[src/rtl/qtu_neighbor_table.sv]
// Neighbour / known-cluster-head table updater: one en pulse scans for the packet source,
// updates or inserts it, then records the advertised cluster head if it is new.
module qtu_neighbor_table #(
    parameter int WORD_WIDTH = 16,
    parameter int MAX_NEIGHBORS = 16,
    parameter int MAX_CH = 8,
    parameter logic [2:0] PKT_DATA = 3'b101,
    localparam int NW = $clog2(MAX_NEIGHBORS),
    localparam int CW = $clog2(MAX_CH)
) (
    input  logic                  clk,
    input  logic                  nrst,
    input  logic                  en,
    input  logic [WORD_WIDTH-1:0] fSourceID,
    input  logic [WORD_WIDTH-1:0] fSourceHops,
    input  logic [WORD_WIDTH-1:0] fEnergyLeft,
    input  logic [WORD_WIDTH-1:0] fQValue,
    input  logic [WORD_WIDTH-1:0] fKnownCH,
    input  logic [2:0]            fPacketType,
    input  logic [NW-1:0]         rd_index,
    output logic [WORD_WIDTH-1:0] rd_id,
    output logic [WORD_WIDTH-1:0] rd_hops,
    output logic [WORD_WIDTH-1:0] rd_energy,
    output logic [WORD_WIDTH-1:0] rd_qvalue,
    input  logic [CW-1:0]         rd_ch_index,
    output logic [WORD_WIDTH-1:0] rd_ch,
    output logic [WORD_WIDTH-1:0] neighborCount,
    output logic [WORD_WIDTH-1:0] knownCHCount,
    output logic                  hit,
    output logic [NW-1:0]         hit_index,
    output logic                  busy,
    output logic                  done,
    output logic                  nb_overflow,
    output logic                  ch_overflow
);

    typedef enum logic [2:0] {IDLE, SCAN, UPD, INS, CHSCAN, CHINS, DONE} state_t;

    state_t state, next_state;

    logic [WORD_WIDTH-1:0] nb_id     [MAX_NEIGHBORS];
    logic [WORD_WIDTH-1:0] nb_hops   [MAX_NEIGHBORS];
    logic [WORD_WIDTH-1:0] nb_energy [MAX_NEIGHBORS];
    logic [WORD_WIDTH-1:0] nb_q      [MAX_NEIGHBORS];
    logic [WORD_WIDTH-1:0] ch_list   [MAX_CH];

    logic [WORD_WIDTH-1:0] src_id, src_hops, src_energy, src_q, src_ch;
    logic                  pkt_valid;
    logic [WORD_WIDTH-1:0] scan_idx;

    logic nb_end, nb_match, ch_end, ch_match;

    // Both scans share one index; it restarts at 0 before the CH scan.
    assign nb_end   = (scan_idx == neighborCount);
    assign nb_match = (nb_id[scan_idx[NW-1:0]] == src_id);
    assign ch_end   = (scan_idx == knownCHCount);
    assign ch_match = (ch_list[scan_idx[CW-1:0]] == src_ch);

    always_ff @(posedge clk or posedge nrst) begin
        if (nrst) state <= IDLE;
        else      state <= next_state;
    end

    // Invalid packets are filtered on the first SCAN cycle, once the fields are latched.
    always_comb begin
        next_state = state;
        case (state)
            IDLE:    if (en) next_state = SCAN;
            SCAN: begin
                if (!pkt_valid)    next_state = DONE;
                else if (nb_end)   next_state = INS;
                else if (nb_match) next_state = UPD;
            end
            UPD, INS: next_state = (src_ch == '0) ? DONE : CHSCAN;
            CHSCAN: begin
                if (ch_end)        next_state = CHINS;
                else if (ch_match) next_state = DONE;
            end
            CHINS:   next_state = DONE;
            DONE:    next_state = IDLE;
            default: next_state = IDLE;
        endcase
    end

    always_ff @(posedge clk or posedge nrst) begin
        if (nrst) begin
            for (int i = 0; i < MAX_NEIGHBORS; i++) begin
                nb_id[i]     <= '0;
                nb_hops[i]   <= '0;
                nb_energy[i] <= '0;
                nb_q[i]      <= '0;
            end
            for (int i = 0; i < MAX_CH; i++) ch_list[i] <= '0;
            src_id        <= '0;
            src_hops      <= '0;
            src_energy    <= '0;
            src_q         <= '0;
            src_ch        <= '0;
            pkt_valid     <= 1'b0;
            scan_idx      <= '0;
            neighborCount <= '0;
            knownCHCount  <= '0;
            hit           <= 1'b0;
            hit_index     <= '0;
            nb_overflow   <= 1'b0;
            ch_overflow   <= 1'b0;
        end else begin
            case (state)
                IDLE: begin
                    if (en) begin
                        src_id     <= fSourceID;
                        src_hops   <= fSourceHops;
                        src_energy <= fEnergyLeft;
                        src_q      <= fQValue;
                        src_ch     <= fKnownCH;
                        pkt_valid  <= (fPacketType == PKT_DATA) && (fSourceID != '0);
                    end
                    scan_idx <= '0;
                end
                SCAN: begin
                    if (!pkt_valid) hit <= 1'b0;
                    else if (!nb_end && !nb_match) scan_idx <= scan_idx + WORD_WIDTH'(1);
                end
                UPD: begin
                    nb_hops[scan_idx[NW-1:0]]   <= src_hops;
                    nb_energy[scan_idx[NW-1:0]] <= src_energy;
                    nb_q[scan_idx[NW-1:0]]      <= src_q;
                    hit       <= 1'b1;
                    hit_index <= scan_idx[NW-1:0];
                    scan_idx  <= '0;
                end
                INS: begin
                    hit <= 1'b0;
                    if (neighborCount < WORD_WIDTH'(MAX_NEIGHBORS)) begin
                        nb_id[neighborCount[NW-1:0]]     <= src_id;
                        nb_hops[neighborCount[NW-1:0]]   <= src_hops;
                        nb_energy[neighborCount[NW-1:0]] <= src_energy;
                        nb_q[neighborCount[NW-1:0]]      <= src_q;
                        hit_index     <= neighborCount[NW-1:0];
                        neighborCount <= neighborCount + WORD_WIDTH'(1);
                    end else begin
                        nb_overflow <= 1'b1;
                    end
                    scan_idx <= '0;
                end
                CHSCAN: begin
                    if (!ch_end && !ch_match) scan_idx <= scan_idx + WORD_WIDTH'(1);
                end
                CHINS: begin
                    if (knownCHCount < WORD_WIDTH'(MAX_CH)) begin
                        ch_list[knownCHCount[CW-1:0]] <= src_ch;
                        knownCHCount <= knownCHCount + WORD_WIDTH'(1);
                    end else begin
                        ch_overflow <= 1'b1;
                    end
                end
                default: ;
            endcase
        end
    end

    // Entries beyond the valid count always read back as zero.
    always_comb begin
        rd_id     = '0;
        rd_hops   = '0;
        rd_energy = '0;
        rd_qvalue = '0;
        rd_ch     = '0;
        if (WORD_WIDTH'(rd_index) < neighborCount) begin
            rd_id     = nb_id[rd_index];
            rd_hops   = nb_hops[rd_index];
            rd_energy = nb_energy[rd_index];
            rd_qvalue = nb_q[rd_index];
        end
        if (WORD_WIDTH'(rd_ch_index) < knownCHCount) rd_ch = ch_list[rd_ch_index];
    end

    assign busy = (state != IDLE);
    assign done = (state == DONE);

endmodule

[config.mk]
export PLATFORM = sky130hd
export DESIGN_NAME = qtu_neighbor_table
export DESIGN_NICKNAME = d
export VERILOG_FILES = /design/src/rtl/qtu_neighbor_table.sv
export SDC_FILE = /design/constraint.sdc
export NUM_CORES = 2
export LEC_CHECK = 0
export BUFFER_PORTS_ARGS = -buffer_cell sky130_fd_sc_hd__buf_2
export CORE_MARGIN = 3
export CORE_UTILIZATION = 55
export DETAILED_ROUTE_END_ITERATION = 10
export GPL_ROUTABILITY_DRIVEN = 0
export PLACE_DENSITY = 0.72
export SLEW_MARGIN = 40
export SYNTH_ARGS = -nofsm -noshare
export SYNTH_HDL_FRONTEND = slang
export SYNTH_SLANG_ARGS = --single-unit
export TNS_END_PERCENT = 20
[constraint.sdc]
create_clock -name clk -period 46 [get_ports clk]
set_input_delay 2.3 -clock clk [delete_from_list [all_inputs] [get_ports clk]]
set_output_delay 2.3 -clock clk [all_outputs]
set_load 0.005 [all_outputs]
# ---- Word-level counts from Yosys, hierarchy flattened
# Index checks and enable logic that the tools add are counted.
# W data, S select, Z words.
dict set report op_classes {
  add_sub_neg 3
  order_cmp 13
  eq_ne 19
  muxes 62
  bitwise_logic 8
  reduce_logical 28
}
# operator n
set op_table {}
lappend op_table {{$bwmux W256} 7}
lappend op_table {{$pmux W256 S2} 3}
lappend op_table {{$mux W256} 3}
lappend op_table {{$mux W16} 25}
lappend op_table {{$bmux W16 S4} 5}
lappend op_table {{$bwmux W128} 1}
lappend op_table {{$demux W16 S4} 2}
lappend op_table {{$bmux W16 S3} 2}
lappend op_table {{$eq A16 B16 Y1} 4}
lappend op_table {{$add A16 B1 Y16 const B} 3}
lappend op_table {{$demux W16 S3} 1}
lappend op_table {{$pmux W16 S3} 1}
lappend op_table {{$mux W3} 6}
lappend op_table {{$logic_not A16 Y1} 1}
lappend op_table {{$lt A16 B4 Y1 const B} 1}
lappend op_table {{$lt A16 B5 Y1 const B} 1}
lappend op_table {{$lt A3 B16 Y1} 1}
lappend op_table {{$lt A4 B16 Y1} 1}
lappend op_table {{$reduce_bool A16 Y1} 1}
lappend op_table {{$ge A5 B5 Y1 const B} 3}
lappend op_table {{$not A4 Y5} 3}
lappend op_table {{$pmux W3 S5} 1}
lappend op_table {{$reduce_and A2 Y1} 7}
lappend op_table {{$eq A3 B3 Y1 const B} 4}
lappend op_table {{24 further kinds} 46}
dict set report totals {
  register_bits 1291
  inputBits 93
  output_inout_bits 121
  word_cells 219
}

# ---- Longest topological paths before layout
dict set report depth {
  depth_word 10
  depth_mapped 14
  mapped_depth_nobuf 9
}

# ---- Least setup slack after synthesis
# No wires, ideal clock.
dict set report synth_path {
  path_type {input port to output port}
  start {input rd_index[0]}
  end {output rd_energy[0]}
  arrival_ps 4599
  required_time_ps 43700
  path_slack_ps 39101
  path_stages 6
  n_path_buf 3
  cell_sequence {clkbuf_1 -> buf_1 -> buf_1 -> mux4_2 -> mux4_2 -> nor2b_1}
}
dict set report synth_between {
  elab_chain_cells 5
  elab_cells_between_ends 6
  cone_classes {order compare (1); mux (4); bitwise (1)}
}
# element line
set synth_rtl {}
lappend synth_rtl {{from (decl)} 20} ;# input logic [NW-1:0] rd_index,
lappend synth_rtl {{branches (longest 4 deep; another with $lt A4 B16 Y1)} --}
lappend synth_rtl {{$mux W16 *} 169} ;# if (WORD_WIDTH'(rd_index) < neighborCount) begin
lappend synth_rtl {{to (decl)} 23} ;# output logic [WORD_WIDTH-1:0] rd_energy,
# Mark *: on every way between the ends. The select of a mux whose other input is x is not followed.

# ---- Final worst setup path
dict set report layout_path {
  start {input rd_index[0]}
  end {output rd_qvalue[8]}
}
dict set report layout_between {
  elab_chain_cells 5
  elab_cells_between_ends 6
  cone_classes {order compare (1); mux (4); bitwise (1)}
}
# element line
set layout_rtl {}
lappend layout_rtl {{branches (longest 4 deep; another with $lt A4 B16 Y1)} --}
lappend layout_rtl {{$mux W16 *} 169}
lappend layout_rtl {{to (decl)} 24} ;# output logic [WORD_WIDTH-1:0] rd_qvalue,
# Marks and branches as above.

==> impl_metrics.yaml <==
worst_setup_path:
  critPathCaptureType: "output port"
  reg2reg_slack_ns: 41.88
  cp_slowest_stage_delay_ns: 0.60
  crit_family: "buffers and inverters"
  crit_path_max_fanout: 54
  r2r_cells: 9
  cp_num_buf_inv: 4
  crit_type: "in2out"
  crit_chain: "buf_8 > buf_12 > buf_6 > mux4_2 > mux4_2 > nor2b_1 > buf_2"
  start_kind: "input pin"
  reg2reg_from: "scan_idx[1]$_DFFE_PP0P_"
  worst_path_max_delay_cell: "buf_6"
  path_common_cell: "mux4_2"
  r2r_end: "scan_idx[12]$_DFFE_PP0P_"
  crit_required_ns: 43.70
  arrival_ns: 5.24
  path_depth: 7
clocking:
  cts.sinks: 1291
  cts-buffers-inserted: 138
  ctsHoldBuffers: 0
  h-tree-depth: 4
  ctsResizeCount: 0
  clk_latency_ns: 0.74
  post_cts_buffers: 0
  clkTransAtPathRegs_ns: 0.06
  tritoncts: "yes"
  root_buffer: "clkbuf_16"
  clk_path_buf_depth: 3
drt:
  via_per_inst: 6.24
  vias: 35900
  drt_pass1_iterations: 5
  drt-total-wl_mm: 154
  ant_nets: 0
  wl_per_cell_um: 26.7
  drc: 0
  drtIter0Drc: 2570
grt:
  grt_use_met2: 0.429
  met3_usage: 0.0475
  grt_usage: 0.269
  grt_max_degree: 157
  antenna_found_initial: 5
  grt_pass1_vias: 37400
  overflow: 0
  grt_pass1_wl_mm: 236
  met1_usage: 0.378
  grt_busiest_layer: "met2"
synth:
  yosysWarnings: 0
  synth_edf_count: 0
  syn_nets: 4215
  yosys_most_used_dff: "dfrtp_1"
  netlist_instances: 4108
  avgSynthCellArea_um2: 15.0
  async_flop_share: 1.00
  synth_seq_cells: 1291
  ys_types: 60
  netlist_area_um2: 61600
  seq_area_frac_synth: 0.524
sta:
  slew_headroom: 0.411
  setup_violations: 0
  finalMaxSlewViolations: 0
  tightest_slew_ns: 0.875
  hold_viol: 0
  fin_ws_ns: 38.46
  finalCriticalPeriod_ns: 7.54
  rsz0062_at_grt: "false"
  fin_crit_sh: 0.164
  fin_skew_ns: 0.0189
  fmax_mhz: 133
  finalSetupTns_ns: 0
cells_and_area:
  multi_input_comb_area_um2: 27900
  syn2layout_area_growth_pct: 11.6
  final_area_um2: 68800
  seq_area_um2: 32300
  final_layout_size_suffix_gt1_frac: 0.505
  nets: 4263
  nFillCells: 8254
placed_design:
  dp.final_hpwl_mm: 85.2
  place_area_um2: 64100
  portBuffers: 213
  dp_slack_ns: 38.44
power:
  p_leak_uw: 0.0333
  p_total_uw: 3350
  p_per_area_nw_per_um2: 48.8
  ir_worst_vdd_mv: 0.0373
die:
  core.rowCount: 122
  die_h_um: 341
  die_x_um: 341
  start_util: 0.555
  die_area_um2: 116000
  coreArea_um2: 111000
  io-pin-count: 214
min_path:
  hp-start: "neighborCount[10]$_DFFE_PP0P_"
  hold_path_end: "neighborCount[10]$_DFFE_PP0P_"
  hold_path.class: "reg2reg"
  hold_depth: 0
run_status:
  status: "complete, no violations"
job:
  cap_viol_max_count: 0
-- registers in the layout, summed over array words and instances, names as in the netlist, 128 cells and up --
signal and count:
nb_id 256, ch_list 128, nb_q 256, nb_energy 256
nb_hops 256
-- where the power goes --
part	total [uW]	switching, uW	leakage [uW]	internal, uW
logic	686	332	0.0134	354
registers	1550	237	0.0177	1310
clock network	1120	465	0.00228	654
total	3350	1030	0.0333	2320
-- cell usage after synthesis, drive strengths merged, types with 3 or more instances --
cell | instances | area, um2
and3 | 9 | 56.3
mux2 | 1153 | 13000
a41o | 3 | 30.0
xor2 | 43 | 377
ha | 14 | 175
nor2 | 56 | 213
clkbuf | 279 | 1050
o21ai | 14 | 70.1
a31oi | 5 | 31.3
or3 | 3 | 18.8
nor2b | 69 | 432
a21o | 4 | 30.0
buf | 106 | 574
inv | 12 | 45.0
nor4 | 25 | 163
nand2 | 318 | 1190
xnor2 | 27 | 236
nand2b | 8 | 50.1
dfrtp | 1291 | 32300
a22oi | 18 | 135
and2 | 8 | 50.1
a21boi | 4 | 30.0
a21oi | 27 | 150
nand4b | 3 | 26.3
mux2i | 89 | 891
nand3 | 41 | 210
a31o | 3 | 26.3
mux4 | 432 | 9730
nor3 | 8 | 40.0
nand4 | 16 | 100
-- metal layers --
metal	wire length, um	vias up
li1	-	15300
met1	66100	19400
met2	74500	938
met3	8200	272
met4	4740	4
met5	26	-
-- worst max path at each step --
| stage | start | to | slack [ns] |
|---|---|---|---|
| after floorplan | nrst | ch_list[0]$_DFFE_PP0P_ | 7.31 |
| after global placement | rd_index[0] | rd_energy[12] | 37.48 |
| after detailed placement | rd_index[0] | rd_energy[12] | 38.44 |
| after CTS | rd_index[0] | rd_qvalue[8] | 38.40 |
| after global routing | rd_index[0] | rd_qvalue[8] | 38.24 |
| final | rd_index[0] | rd_qvalue[8] | 38.46 |
-- cells in the final DEF, fill, tap and decap left out, types with 18 or more instances in the layout --
master	synthesis	final
a21oi_1	23	22
a22oi_1	18	18
buf_2	22	208
buf_4	8	36
buf_6	10	29
clkbuf_1	279	25
clkbuf_16	0	141
clkbuf_8	0	30
clkinv_2	1	30
dfrtp_1	1291	1288
mux2_2	1153	1153
mux2i_1	89	89
mux4_2	432	432
nand2_1	318	302
nand3_1	40	38
nor2_1	55	51
nor2b_1	69	69
nor4_1	24	24
xnor2_1	27	27
xor2_1	43	43
-- cells by family (layout without fill, tap and decap cells) --
group                    Yosys count  in the layout  share of synthesized area
buffers and inverters            399            553                     0.0272
flip-flops                      1291           1291                      0.524
multiplexers                    1674           1674                      0.383
adder cells (fa/ha/maj)           14             14                    0.00284
AO/OA/AOI/OAI                     88             88                     0.0102
AND/OR/NAND/NOR                  572            572                     0.0424
XOR/XNOR                          70             70                    0.00995
other                              0              1                          0
-- cell type report --
cell class              instances  area share
repair buffers                293      0.0297
diodes                          1   0.0000364
multi-input cells            2418       0.405
flip-flops and latches       1291       0.470
well taps                    1488      0.0271
clock buffers                 196      0.0587
clock inverters                50     0.00812
inverters                      14     0.00100
-- stage by stage --
stage	hold slack (ns)	utilization	instances
2_1_floorplan	0.451	-	4108
3_3_place_gp	0.438	0.574	5489
3_5_place_dp	0.428	0.578	5503
4_1_cts	0.443	0.619	5749
5_1_grt	0.466	0.620	5750
6_report	0.444	0.620	5751
Note: power is estimated with default switching activity, not from simulation.
